==> src/rtl/uart_word_serializer.sv <==
// uart_word_serializer: takes a WORD_WIDTH-bit word over valid/ready and sends it to the
// UART transmitter one byte at a time, LSB byte first. Each byte goes out as a one-cycle
// trigger, and the next byte waits until the transmitter's busy flag has risen and fallen.
// Optional feature: define UART_SERIALIZER_HEADER_EN to send HEADER_BYTE ahead of each word.
module uart_word_serializer #(
  parameter int unsigned WORD_WIDTH  = 64,
  parameter logic [7:0]  HEADER_BYTE = 8'hA5
) (
  input  logic                  clk_in,
  input  logic                  rst_n_in,
  input  logic [WORD_WIDTH-1:0] word_in,
  input  logic                  word_valid_in,
  output logic                  word_ready_out,
  input  logic                  tx_busy_in,
  output logic [7:0]            tx_byte_out,
  output logic                  tx_trigger_out,
  output logic                  busy_out
);

  localparam int unsigned NumBytes = WORD_WIDTH / 8;
  localparam int unsigned CntW     = $clog2(NumBytes + 2);

  // Reject word widths that are not a whole number of bytes.
  if ((WORD_WIDTH % 8) != 0 || WORD_WIDTH < 8 || $bits(HEADER_BYTE) != 8) begin : g_bad_param
    $error("uart_word_serializer: WORD_WIDTH must be a multiple of 8 and at least 8");
  end

  typedef enum logic [1:0] {StIdle, StSend, StWaitHi, StWaitLo} state_e;

  state_e                state_q, state_d;
  logic [WORD_WIDTH-1:0] shift_reg_q, shift_reg_d;
  logic [CntW-1:0]       bytes_left_q, bytes_left_d;
  logic                  accept;
  logic                  byte_done;

  assign accept    = (state_q == StIdle) && word_valid_in;
  assign byte_done = (state_q == StWaitLo) && !tx_busy_in;

  // FSM state register.
  always_ff @(posedge clk_in or negedge rst_n_in) begin
    if (!rst_n_in) begin
      state_q <= StIdle;
    end else begin
      state_q <= state_d;
    end
  end

  // FSM next state; WAIT_HI covers the transmitter's one-cycle lag in raising busy.
  always_comb begin
    state_d = state_q;
    unique case (state_q)
      StIdle:   if (word_valid_in) state_d = StSend;
      StSend:   if (!tx_busy_in) state_d = StWaitHi;
      StWaitHi: if (tx_busy_in) state_d = StWaitLo;
      StWaitLo: begin
        if (!tx_busy_in) begin
          state_d = (bytes_left_q == CntW'(1)) ? StIdle : StSend;
        end
      end
      default:  state_d = StIdle;
    endcase
  end

  // FSM outputs.
  always_comb begin
    word_ready_out = (state_q == StIdle);
    busy_out       = (state_q != StIdle);
    tx_trigger_out = (state_q == StSend) && !tx_busy_in;
  end

`ifdef UART_SERIALIZER_HEADER_EN
  logic hdr_pending_q, hdr_pending_d;

  // Header is always the first byte of a word, so it clears on the first completed byte.
  always_comb begin
    hdr_pending_d = hdr_pending_q;
    if (accept) begin
      hdr_pending_d = 1'b1;
    end else if (byte_done) begin
      hdr_pending_d = 1'b0;
    end
  end

  // Header-pending flag register.
  always_ff @(posedge clk_in or negedge rst_n_in) begin
    if (!rst_n_in) begin
      hdr_pending_q <= 1'b0;
    end else begin
      hdr_pending_q <= hdr_pending_d;
    end
  end

  assign tx_byte_out = hdr_pending_q ? HEADER_BYTE : shift_reg_q[7:0];
`else
  assign tx_byte_out = shift_reg_q[7:0];
`endif

  // Datapath next state: load on accept, step to the next byte when a frame finishes.
  always_comb begin
    shift_reg_d  = shift_reg_q;
    bytes_left_d = bytes_left_q;
    if (accept) begin
      shift_reg_d  = word_in;
`ifdef UART_SERIALIZER_HEADER_EN
      bytes_left_d = CntW'(NumBytes + 1);
`else
      bytes_left_d = CntW'(NumBytes);
`endif
    end else if (byte_done && bytes_left_q != CntW'(1)) begin
      bytes_left_d = bytes_left_q - CntW'(1);
`ifdef UART_SERIALIZER_HEADER_EN
      // The header byte does not consume data, so only shift after a data byte.
      if (!hdr_pending_q) begin
        shift_reg_d = shift_reg_q >> 8;
      end
`else
      shift_reg_d = shift_reg_q >> 8;
`endif
    end
  end

  // Datapath registers.
  always_ff @(posedge clk_in or negedge rst_n_in) begin
    if (!rst_n_in) begin
      shift_reg_q  <= '0;
      bytes_left_q <= '0;
    end else begin
      shift_reg_q  <= shift_reg_d;
      bytes_left_q <= bytes_left_d;
    end
  end

endmodule

==> config.mk <==
export PLATFORM = sky130hd
export DESIGN_NAME = uart_word_serializer
export DESIGN_NICKNAME = d
export VERILOG_FILES = /design/src/rtl/uart_word_serializer.sv
export SDC_FILE = /design/constraint.sdc
export NUM_CORES = 1
export LEC_CHECK = 0
export BUFFER_PORTS_ARGS = -buffer_cell sky130_fd_sc_hd__buf_2
export CAP_MARGIN = 0
export CORE_MARGIN = 1
export CORE_UTILIZATION = 55
export CTS_CLUSTER_SIZE = 10
export DETAILED_ROUTE_END_ITERATION = 10
export HOLD_SLACK_MARGIN = 0.03
export PLACE_DENSITY = 0.84
export SYNTH_ARGS = -nofsm -noshare
export SYNTH_HDL_FRONTEND = slang
export SYNTH_SLANG_ARGS = --single-unit
export TNS_END_PERCENT = 50
==> constraint.sdc <==
create_clock -name clk_in -period 1.8 [get_ports clk_in]
set_input_delay 0.18 -clock clk_in [delete_from_list [all_inputs] [get_ports clk_in]]
set_output_delay 0.18 -clock clk_in [all_outputs]
set_load 0.1 [all_outputs]
Word-level counts from Yosys, hierarchy flattened
Cells that the tools add are included.
{ "word_totals": {"register_bits": 70, "output_inout_bits": 11, "elab_cells": 32} }
{ "op_classes": {"n_eq_ne": 9, "add_sub_neg": 1, "muxes": 10, "reduce_logical": 9} }
{ "ops": {"columns": ["cell", "n"], "rows": [
  ["two-way mux 64 bit", 2],
  ["two-way mux 2 bit", 4],
  ["two-way mux 4 bit", 2],
  ["!= test 2 bit, second input constant", 4],
  ["one-hot mux 2 bit (4 select lines)", 1],
  ["== test 2 bit, second input constant", 2],
  ["== test 4 x 1 -> 1 bit, second input constant", 1],
  ["logical AND 1 bit", 4],
  ["!= test 4 x 1 -> 1 bit, second input constant", 1],
  ["AND reduction 4 bit", 1],
  ["nonzero test 2 bit", 2],
  ["subtractor 4 x 1 -> 4 bit, second input constant", 1],
  ["== test 2 x 1 -> 1 bit, second input constant", 1],
  ["logical NOT 2 bit", 1],
  ["logical NOT 1 bit", 1],
  ["two-way mux 1 bit", 1]
]} }

Depth between registers and ports, before layout
Gate-level depths: netlist of run 1.
{ "depth": {"depth_word": 5, "mapped_depth": 7} }

Worst setup path before layout of run 1
Ideal clock, no wire load.
{ "synth_timing": {"path_type": "register to register", "start": "reg state_q[0]", "end": "reg shift_reg_q[10]", "stages_incl_launch_ff": 8, "path_slack_ns": -0.515, "t_arrival_ns": 2.181, "cell_sequence": "dfrtp_1 -> inv_1 -> ha_1 -> nand2_2 -> clkbuf_8 -> buf_1 -> o211ai_1 -> o211ai_1"} }
{ "synth_via": {"elab_cells_between_ends": 7} }
{ "synth_lines": {"columns": ["item", "line", "text"], "rows": [
  ["from (decl)", "30", "state_e state_q, state_d;"],
  ["from (signal assigned)", "42", "state_q <= StIdle;"],
  ["from (signal assigned)", "44", "state_q <= state_d;"],
  ["logical NOT 2 bit (*)", null, null],
  ["via word_ready_out", "13", "output logic word_ready_out,"],
  ["logical AND 1 bit (*)", "36", "assign accept = (state_q == StIdle) && word_valid_in;"],
  ["two-way mux 64 bit / nonzero test 2 bit (equally long branches)", null, null],
  ["to (signal assigned)", "128", "shift_reg_q <= shift_reg_d;"],
  ["to (decl)", "31", "logic [WORD_WIDTH-1:0] shift_reg_q, shift_reg_d;"]
]} }
Mark *: on every way through the listed nets, which the timed path passes. The rest lies on a longest branch.
A chain may end at the register's enable or synchronous reset.

Worst setup path after layout of run 1
{ "layout_timing": {"start": "reg bytes_left_q[1]", "end": "reg state_q[0]"} }
{ "layout_via": {"elab_chain_cells": 4} }
{ "layout_lines": {"columns": ["item", "line", "text"], "rows": [
  ["from (decl)", "32", "logic [CntW-1:0] bytes_left_q, bytes_left_d;"],
  ["from (signal assigned)", "129", "bytes_left_q <= bytes_left_d;"],
  ["== test 4 x 1 -> 1 bit", "57", "state_d = (bytes_left_q == CntW'(1)) ? StIdle : StSend;"],
  ["two-way mux 1 bit", "57", null],
  ["two-way mux 2 bit", "56", "if (!tx_busy_in) begin"],
  ["one-hot mux 2 bit (4 select lines)", "51", "unique case (state_q)"]
]} }
Every way passes these cells. The select of a mux whose other input is x is not followed.

==> metrics, run 1 <==
outcome finished, violations left; violations in the final reports DRC; Yosys warnings 0; CTS root buffer clkbuf_8; largest net degree at the start of global routing 71; DP Cell Count 522; Max Clock Skew 0.00708 ns; max-cap violations 0; DR DRC count 8; H-tree levels 3; Crit. End Element flip-flop; count of final max-slew check failures 0; Clock Latency Late Sink 0.35 ns; CTS tree yes; FP Rows 29; worst min-delay path class in -> reg; Starting Density 0.576; DP Area 4100 um2; Nets 532; Post-Syn Area 3700 um2; Setup CP Type reg -> reg; Static Leak 1.87 nW; Die H 84.0 um; Power Density 1730 nW/um2; DRT iter0 DRCs 245; Unique masters post-synth 28; Slew headroom 0.679; post-synthesis instance total 399; Final Hold Viols 0; total track usage 0.249; #FFs+latches synth 70; port buffer count 78; Seq/Total Area, Yosys 0.473; TritonRoute pass-1 iters 8; post-route ant nets 0; wire per inst 15.1 um; RSZ-0062 raised after global routing no; crit share post-route 0.931; IO Count 79; actual slew at the worst max-slew pin 0.485 ns; share of cells above drive strength 1 0.250; CTS Buf Count 9; total core area 6420 um2; Final min period 1.68 ns; clock-pin slew on the worst setup and hold paths 0.07 ns; Avg Cell Area, Syn 9.27 um2; setup violators final 0; GP Congestion 0.795; startpoint types flip-flop; Peak VDD IR 1.39 mV; final design utilization 0.671; diode count 0; commonest non-fill, non-tap cell in the layout nand2_1; final non-filler cell total 537; CP Data Required Time 2.03 ns; DIE AREA 7060 um2; setup TNS 0 ns; Setup Buffers After CTS 0; total number of vias 3169; worst path arrival time 1.90 ns; syn_nets 474; Area Growth Syn to Fin 16.5%; cell area after layout 4310 um2; Post-Route WL 8.11 mm; clock tree sinks 70; Die Wd 84.0 um; Vias/cell 5.90; initial antenna violation count 0; total congestion overflow 0; FMAX 597 MHz; final HPWL from detailed placement 5.44 mm; peak fanout along the critical path 14; first-pass GRT wire length 14.0 mm; commonest non-fill, non-tap cells in the layout 120 x nand2_1, 113 x o211ai_1, 75 x buf_2; vias in the first global route 3047; Clock Path Buffers 2
critical path, stage by stage, from the launching register on:
cell and delay (ns):
dfrtp_1 0.40, inv_1 0.09, ha_1 0.15, nor3b_4 0.26, buf_4 0.25, nor2b_1 0.08
o32a_1 0.34
timing repair:
action,in CTS,in global routing
endpoints found under the setup margin,0,6
hold buffers,1,0
endpoints found under the hold margin,70,0
gates resized for setup,0,4
layer usage:
layer  wire length (um)  GRT usage
met2               3910      0.400
met1               3610      0.334
met5                  0          0
met4                 68     0.0580
met3                513     0.0742
flip-flops by register name, indices dropped and copies added, names as in the netlist:
signal and cells:
shift_reg_q 64, bytes_left_q 4, state_q 2
cell type report:
class	count	area [um2]
Fill cell	535	2110
Sequential cell	70	1750
Clock buffer	13	159
Multi-Input combinational cell	276	1650
Timing Repair Buffer	94	599
Clock inverter	1	30.0
Tap cell	77	96.3
Inverter	6	22.5
path summary, 6_finish.rpt:
kind                                 startpoint         endpoint  slack, ns  cells after the start
worst max-delay path            bytes_left_q[1]       state_q[0]       0.12                      6
worst min-delay path                word_in[58]  shift_reg_q[58]       0.04                      3
worst max register to register  bytes_left_q[1]       state_q[0]       0.12                      6
worst min register to register  shift_reg_q[60]  shift_reg_q[60]       0.54                      2
max in group asynchronous              rst_n_in  shift_reg_q[57]       1.12                      3
min in group asynchronous              rst_n_in  shift_reg_q[22]       0.37                      3
Yosys cell counts:
| master | count | share of area |
|---|---|---|
| mux2_2 | 1 | 0.0030 |
| ha_1 | 7 | 0.024 |
| a21oi_1 | 2 | 0.0027 |
| and2_1 | 1 | 0.0017 |
| buf_4 | 10 | 0.020 |
| buf_6 | 5 | 0.015 |
| or3_1 | 3 | 0.0051 |
| nand3_1 | 2 | 0.0027 |
| clkbuf_1 | 19 | 0.019 |
| nand2b_1 | 4 | 0.0068 |
| o31ai_1 | 2 | 0.0041 |
| o32a_1 | 1 | 0.0027 |
| buf_1 | 1 | 0.0010 |
| nor2b_1 | 2 | 0.0034 |
| nor2_2 | 1 | 0.0017 |
| nand2_2 | 1 | 0.0017 |
| nand2_1 | 120 | 0.12 |
| inv_1 | 6 | 0.0061 |
| o21ai_0 | 11 | 0.015 |
| nor3b_2 | 1 | 0.0034 |
| dfrtp_1 | 70 | 0.47 |
| or2_1 | 1 | 0.0017 |
| buf_2 | 8 | 0.011 |
| clkbuf_8 | 4 | 0.015 |
| o211ai_1 | 113 | 0.23 |
| or4_1 | 1 | 0.0020 |
| o2111a_1 | 1 | 0.0030 |
| nand2b_4 | 1 | 0.0037 |
stage by stage:
step	hold WS (ns)	setup WS, ns	total power, mW
final	0.0398	0.125	7.47
after global routing	0.0359	0.0344	8.00
after CTS	0.0311	0.0520	7.49
after detailed placement	0.233	0.0776	6.22
after global placement	0.235	0.153	6.08
after floorplan	-0.116	0.0399	5.58
cell families after synthesis:
group | synth area share
AOI/OAI and AO/OA | 0.257
adders and majority gates | 0.0237
buffers and inverters | 0.0876
DFF | 0.473
muxes | 0.00304
and+or+nand+nor | 0.156
report_power, final:
group / internal [mW] / total (mW) / switching (mW)
logic: 1.25 / 3.55 / 2.30
clock network: 0.702 / 1.25 / 0.545
registers: 2.27 / 2.67 / 0.403
total: 4.22 / 7.47 / 3.25
No activity file was read; power rests on OpenSTA's default activity.
==> run 2, diff against run 1 <==
--- a/config.mk
+++ b/config.mk
@@ -13,6 +13,7 @@
 export DETAILED_ROUTE_END_ITERATION = 10
 export HOLD_SLACK_MARGIN = 0.03
 export PLACE_DENSITY = 0.84
+export RECOVER_POWER = 25
 export SYNTH_ARGS = -nofsm -noshare
 export SYNTH_HDL_FRONTEND = slang
 export SYNTH_SLANG_ARGS = --single-unit
==> run 2 against run 1 <==
Against the previous run:
- the flow still finishes with violations (DRC)
- clock power hardly changed
- routed wire length hardly changed
- combinational power hardly changed
- flip-flop and latch count stayed put
- critical endpoint unchanged
- largest cell class unchanged
==> metrics, run 2 (synthesized netlist as in run 1, its figures left out) <==
worst setup margin 0.125 ns; post-route ant nets 0; Setup CP Type reg -> reg; vias in the first global route 3047; startpoint types flip-flop; commonest non-fill, non-tap cells in the layout 120 x nand2_1, 113 x o211ai_1, 75 x buf_2; TritonRoute pass-1 iters 8; largest net degree at the start of global routing 71; Area Growth Syn to Fin 16.2%; peak fanout along the critical path 14; Largest regs shift_reg_q x64, bytes_left_q x4, state_q x2; DR DRC count 8; RSZ-0062 raised after global routing no; violations in the final reports DRC; diode count 0; crit share post-route 0.931; DRT iter0 DRCs 245; M1 wire length 3.61 mm; Slew headroom 0.379; Clock Latency Late Sink 0.35 ns; cell area after layout 4300 um2; initial antenna violation count 0; total number of vias 3168; Layout fillers 537; setup TNS 0 ns; switch share 0.435; most flop-heavy register shift_reg_q; Sw Pwr 3.25 mW; Die H 84.0 um; Clk pwr share 0.167; wire per inst 15.1 um; clock tree sinks 70; Max Clock Skew 0.00708 ns; met2 WL 3.92 mm; CTS root buffer clkbuf_8; routed length on met3 513 um; actual slew at the worst max-slew pin 0.931 ns; Crit. End Element flip-flop; Clock Path Buffers 2; clock-pin slew on the worst setup and hold paths 0.07 ns; worst min-delay path class in -> reg; Final min period 1.68 ns; share of cells above drive strength 1 0.250; setup violators final 0; highest metal used met4; count of final max-slew check failures 0; total congestion overflow 0; Static Leak 1.87 nW; Comb pwr share 0.475; DIE AREA 7060 um2; outcome finished, violations left; Power Density 1740 nW/um2; port buffer count 78; final HPWL from detailed placement 5.44 mm; Vias/cell 5.90; CTS tree yes; total core area 6420 um2; total track usage 0.249; Die Wd 84.0 um; max-cap violations 0; commonest non-fill, non-tap cell in the layout nand2_1; Peak VDD IR 1.39 mV; GP Congestion 0.795; CP Data Required Time 2.03 ns; DP Area 4100 um2; dpl ws 0.0776 ns; CTS Buf Count 9; Nets 532; Reg power frac 0.357; internal power 4.22 mW; first-pass GRT wire length 14.0 mm; FP Rows 29; FMAX 597 MHz; max FFs per register 64; IO Count 79; H-tree levels 3; Starting Density 0.576; Post-Route WL 8.11 mm; Final Hold Viols 0; worst path arrival time 1.90 ns
run 2: cell types whose count changed in the layout (fill, tap and decap cells not counted):
cell      before  now
buf_12         6    5
clkbuf_4       2    3
run 2: routing by layer:
metal | vias up | global-route usage
met3 | 9 | 0.0742
met1 | 1507 | 0.334
met2 | 117 | 0.400
met5 | - | 0
met4 | 0 | 0.0580
li1 | 1535 | -
run 2: path summary, 6_finish.rpt:
path	startpoint	endpoint	depth (start not counted)	slack, ns
worst max-delay path	bytes_left_q[1]	state_q[0]	6	0.13
worst min-delay path	word_in[58]	shift_reg_q[58]	3	0.04
worst max register to register	bytes_left_q[1]	state_q[0]	6	0.13
worst min register to register	shift_reg_q[60]	shift_reg_q[60]	2	0.54
max in group asynchronous	rst_n_in	shift_reg_q[57]	3	0.58
min in group asynchronous	rst_n_in	shift_reg_q[22]	3	0.60
run 2: worst max-delay path, cell delays in order (launching register included):
cell     delay [ns]
dfrtp_1        0.40
inv_1          0.09
ha_1           0.15
nor3b_4        0.26
buf_4          0.25
nor2b_1        0.08
o32a_1         0.34
run 2: timing repair:
action | CTS | global route
resized for setup | 0 | 4
hold buffers | 1 | 0
buffers inserted | 0 | 0
endpoints found under the setup margin | 0 | 6
endpoints found under the hold margin | 70 | 0
run 2: through the flow:
| step | instances | total power [mW] | utilization | hold WS, ns |
|---|---|---|---|---|
| after CTS | 537 | 7.49 | 0.670 | 0.0311 |
| after detailed placement | 522 | 6.22 | 0.639 | 0.233 |
| after global placement | 522 | 6.08 | 0.639 | 0.235 |
| final | 537 | 7.46 | 0.669 | 0.0393 |
| after floorplan | 399 | 5.58 | - | -0.116 |
| after global routing | 537 | 7.99 | 0.669 | 0.0359 |
run 2: power groups by stage:
stage	logic, mW	registers (mW)	clock network [mW]
floorplan	3.02	2.55	0
global placement	3.42	2.66	0
detailed placement	3.54	2.68	0
CTS	3.56	2.66	1.27
global route	3.91	2.74	1.35
finish	3.55	2.67	1.25
run 2: area by class of cell:
type	instances	area, um2	area share
clock buffer	13	159	0.0370
clock inverter	1	30.0	0.00699
inverter	6	22.5	0.00524
multi-input combinational	276	1650	0.384
sequential	70	1750	0.408
tap	77	96.3	0.0224
timing repair buffer	94	587	0.137
==> run 3, diff against run 2 <==
--- a/config.mk
+++ b/config.mk
@@ -5,14 +5,15 @@
 export SDC_FILE = /design/constraint.sdc
 export NUM_CORES = 1
 export LEC_CHECK = 0
+export ABC_AREA = 1
 export BUFFER_PORTS_ARGS = -buffer_cell sky130_fd_sc_hd__buf_2
 export CAP_MARGIN = 0
 export CORE_MARGIN = 1
-export CORE_UTILIZATION = 55
+export CORE_UTILIZATION = 50
 export CTS_CLUSTER_SIZE = 10
 export DETAILED_ROUTE_END_ITERATION = 10
 export HOLD_SLACK_MARGIN = 0.03
-export PLACE_DENSITY = 0.84
+export PLACE_DENSITY = 0.81
 export RECOVER_POWER = 25
 export SYNTH_ARGS = -nofsm -noshare
 export SYNTH_HDL_FRONTEND = slang
==> constraint.sdc (replaced) <==
create_clock -name clk_in -period 1.4 [get_ports clk_in]
set_input_delay 0.14 -clock clk_in [delete_from_list [all_inputs] [get_ports clk_in]]
set_output_delay 0.14 -clock clk_in [all_outputs]
set_load 0.1 [all_outputs]
==> run 3 against run 2 <==
Against the previous run:
- the flow finishes with violations (setup timing)
- fmax is 2.9% higher
- register-to-register slack worse by 0.35 ns
- sequential share of layout area is 9.6 points lower
- critical path depth is 3 higher
- clock skew is 0.0035 ns higher
- critical endpoint is now shift_reg_q[53]
- highest routed layer unchanged
==> metrics, run 3 <==
most frequent cell after synthesis nand2_1; setup violators final 64; peak fanout along the critical path 11; top area cells in the synthesized netlist dfrtp_1 46%, nand2_1 18%, nand3_1 8.8%; total number of vias 4093; final non-filler cell total 710; count of final max-slew check failures 0; Final min period 1.63 ns; Die H 89.1 um; post-synth top area share 0.461; max-cap violations 0; H-tree levels 3; Clock Latency Late Sink 0.36 ns; asr flop ratio synth 1.00; Worst Setup SP state_q[0]; total core area 7290 um2; initial antenna violation count 0; worst path arrival time 1.90 ns; Unique masters post-synth 21; Crit. End Element flip-flop; Setup CP Type reg -> reg; Slew headroom 0.527; highest-delay cell along the critical path dfrtp_1; crit path to shift_reg_q[53]; Synth Flop Type dfrtp_1; DR DRC count 0; Seq/Total Area, Yosys 0.461; Clock Path Buffers 2; Synth top cells by count 186 x nand2_1, 70 x dfrtp_1, 67 x nand3_1, 35 x inv_1, 26 x o21ai_2; CTS Buf Count 9; wire per inst 18.9 um; syn_nets 552; post-synthesis instance total 477; number of flops mapped to enable cells by yosys 0; max FFs per register 64; Max Clock Skew 0.0106 ns; Area Growth Syn to Fin 48.3%; total track usage 0.303; share of cells above drive strength 1 0.368; Post-Syn Area 3800 um2; IO Count 79; largest net degree at the start of global routing 62; actual slew at the worst max-slew pin 0.709 ns; commonest non-fill, non-tap cells in the layout 163 x nand2_1, 74 x buf_2, 70 x dfrtp_1; most flop-heavy register shift_reg_q; Nets 681; Avg Cell Area, Syn 7.96 um2; Yosys warnings 0; Peak VDD IR 1.92 mV; Starting Density 0.521; Static Leak 2.90 nW; TritonRoute pass-1 iters 5; Worst Path Buf+Inv 3; reg-to-reg slack, setup -0.23 ns; total congestion overflow 0; CP Data Required Time 1.67 ns; first-pass GRT wire length 17.9 mm; clock-pin slew on the worst setup and hold paths 0.09 ns; DRT iter0 DRCs 536; dpl ws -0.0739 ns; Worst path depth 9; violations in the final reports setup timing; CTS tree yes; crit-path cells inv_2 -> ha_4 -> nand2_8 -> inv_12 -> clkbuf_16 -> nand2_1 -> o21ai_0 -> nand2_2 -> o21ai_2; worst min-delay path class in -> reg; GP Congestion 0.799; port buffer count 78; crit share post-route 1.16; DIE AREA 7950 um2; setup TNS -7.05 ns; DP Cell Count 636; FMAX 614 MHz; outcome finished, violations left; final design utilization 0.772; worst setup margin -0.227 ns; Crit Reg-Reg Endpoint shift_reg_q[53]; clock tree sinks 70; Post-Route WL 13.4 mm; final HPWL from detailed placement 5.94 mm; diode count 0; Largest regs shift_reg_q x64, bytes_left_q x4, state_q x2; post-route ant nets 0; Min Hold Slack 0.0563 ns; startpoint types flip-flop; CTS root buffer clkbuf_8; #FFs+latches synth 70; Yosys top cell by area dfrtp_1; worst r2r path cells 9; worst stage delay on the critical path 0.42 ns; Die Wd 89.1 um; cell family with most CP delay buffers and inverters; R2R Path Start state_q[0]; worst hold path depth 5; RSZ-0062 raised after global routing yes; Vias/cell 5.76; Power Density 2360 nW/um2; Final Hold Viols 0; vias in the first global route 3713; FP Rows 31; commonest non-fill, non-tap cell in the layout nand2_1
==> run 3: what timing repair did <==
| item | in CTS | in global routing |
|---|---|---|
| buffers inserted | 11 | 6 |
| setup endpoints to repair | 43 | 73 |
| hold buffers | 28 | 0 |
| pin swaps | 8 | 13 |
| cloned | 9 | 7 |
| resized for setup | 36 | 43 |
| endpoints found under the hold margin | 50 | 0 |
==> run 3: per-layer routing <==
layer	share of wire	GRT usage	wire, um
met3	0.089	0.0591	1190
met2	0.50	0.518	6700
met4	0.050	0.131	665
met5	0	0	0
met1	0.36	0.376	4870
==> run 3: worst min-delay path: cells and delay by family <==
| family | cells | cell delay, ns |
|---|---|---|
| buf+inv | 1 | 0.07 |
| simple gates | 4 | 0.18 |
==> run 3: final cells by class <==
class | instances | area [um2]
inverter | 36 | 153
tap | 99 | 124
multi-input combinational | 335 | 1900
clock buffer | 9 | 124
clock inverter | 7 | 62.6
sequential | 70 | 1750
timing repair buffer | 154 | 1520
fill | 437 | 1660
==> run 3: stage by stage <==
stage / area [um2] / power [mW]
after floorplan: 3900 / 7.97
after global placement: 4410 / 8.89
after detailed placement: 4410 / 9.13
after CTS: 5320 / 12.0
after global routing: 5630 / 14.0
final: 5630 / 13.3
==> run 3: where the power goes <==
group / total (mW) / internal (mW) / leakage, nW / switching (mW)
logic: 8.12 / 3.39 / 1.92 / 4.73
registers: 3.53 / 2.93 / 0.885 / 0.601
clock network: 1.64 / 0.684 / 0.0931 / 0.957
total: 13.3 / 7.01 / 2.90 / 6.29
==> run 3: how the worst min path moves through the flow <==
stage	startpoint	end	slack [ns]
after floorplan	rst_n_in	bytes_left_q[0]	-0.16
after global placement	rst_n_in	shift_reg_q[63]	0.07
after detailed placement	rst_n_in	shift_reg_q[63]	0.07
after CTS	word_in[8]	shift_reg_q[8]	0.04
after global routing	word_in[8]	shift_reg_q[8]	0.07
final	word_in[5]	shift_reg_q[5]	0.06
==> run 3: cells by family (layout without fill, tap and decap cells) <==
kind of cell	count (synthesis)	in the layout	synth area share
and+or+nand+nor	285	287	0.332
AOI/OAI and AO/OA	40	40	0.0784
adders and majority gates	7	7	0.0231
xor gates and xnor gates	1	1	0.00231
buffers and inverters	74	206	0.103
DFF	70	70	0.461
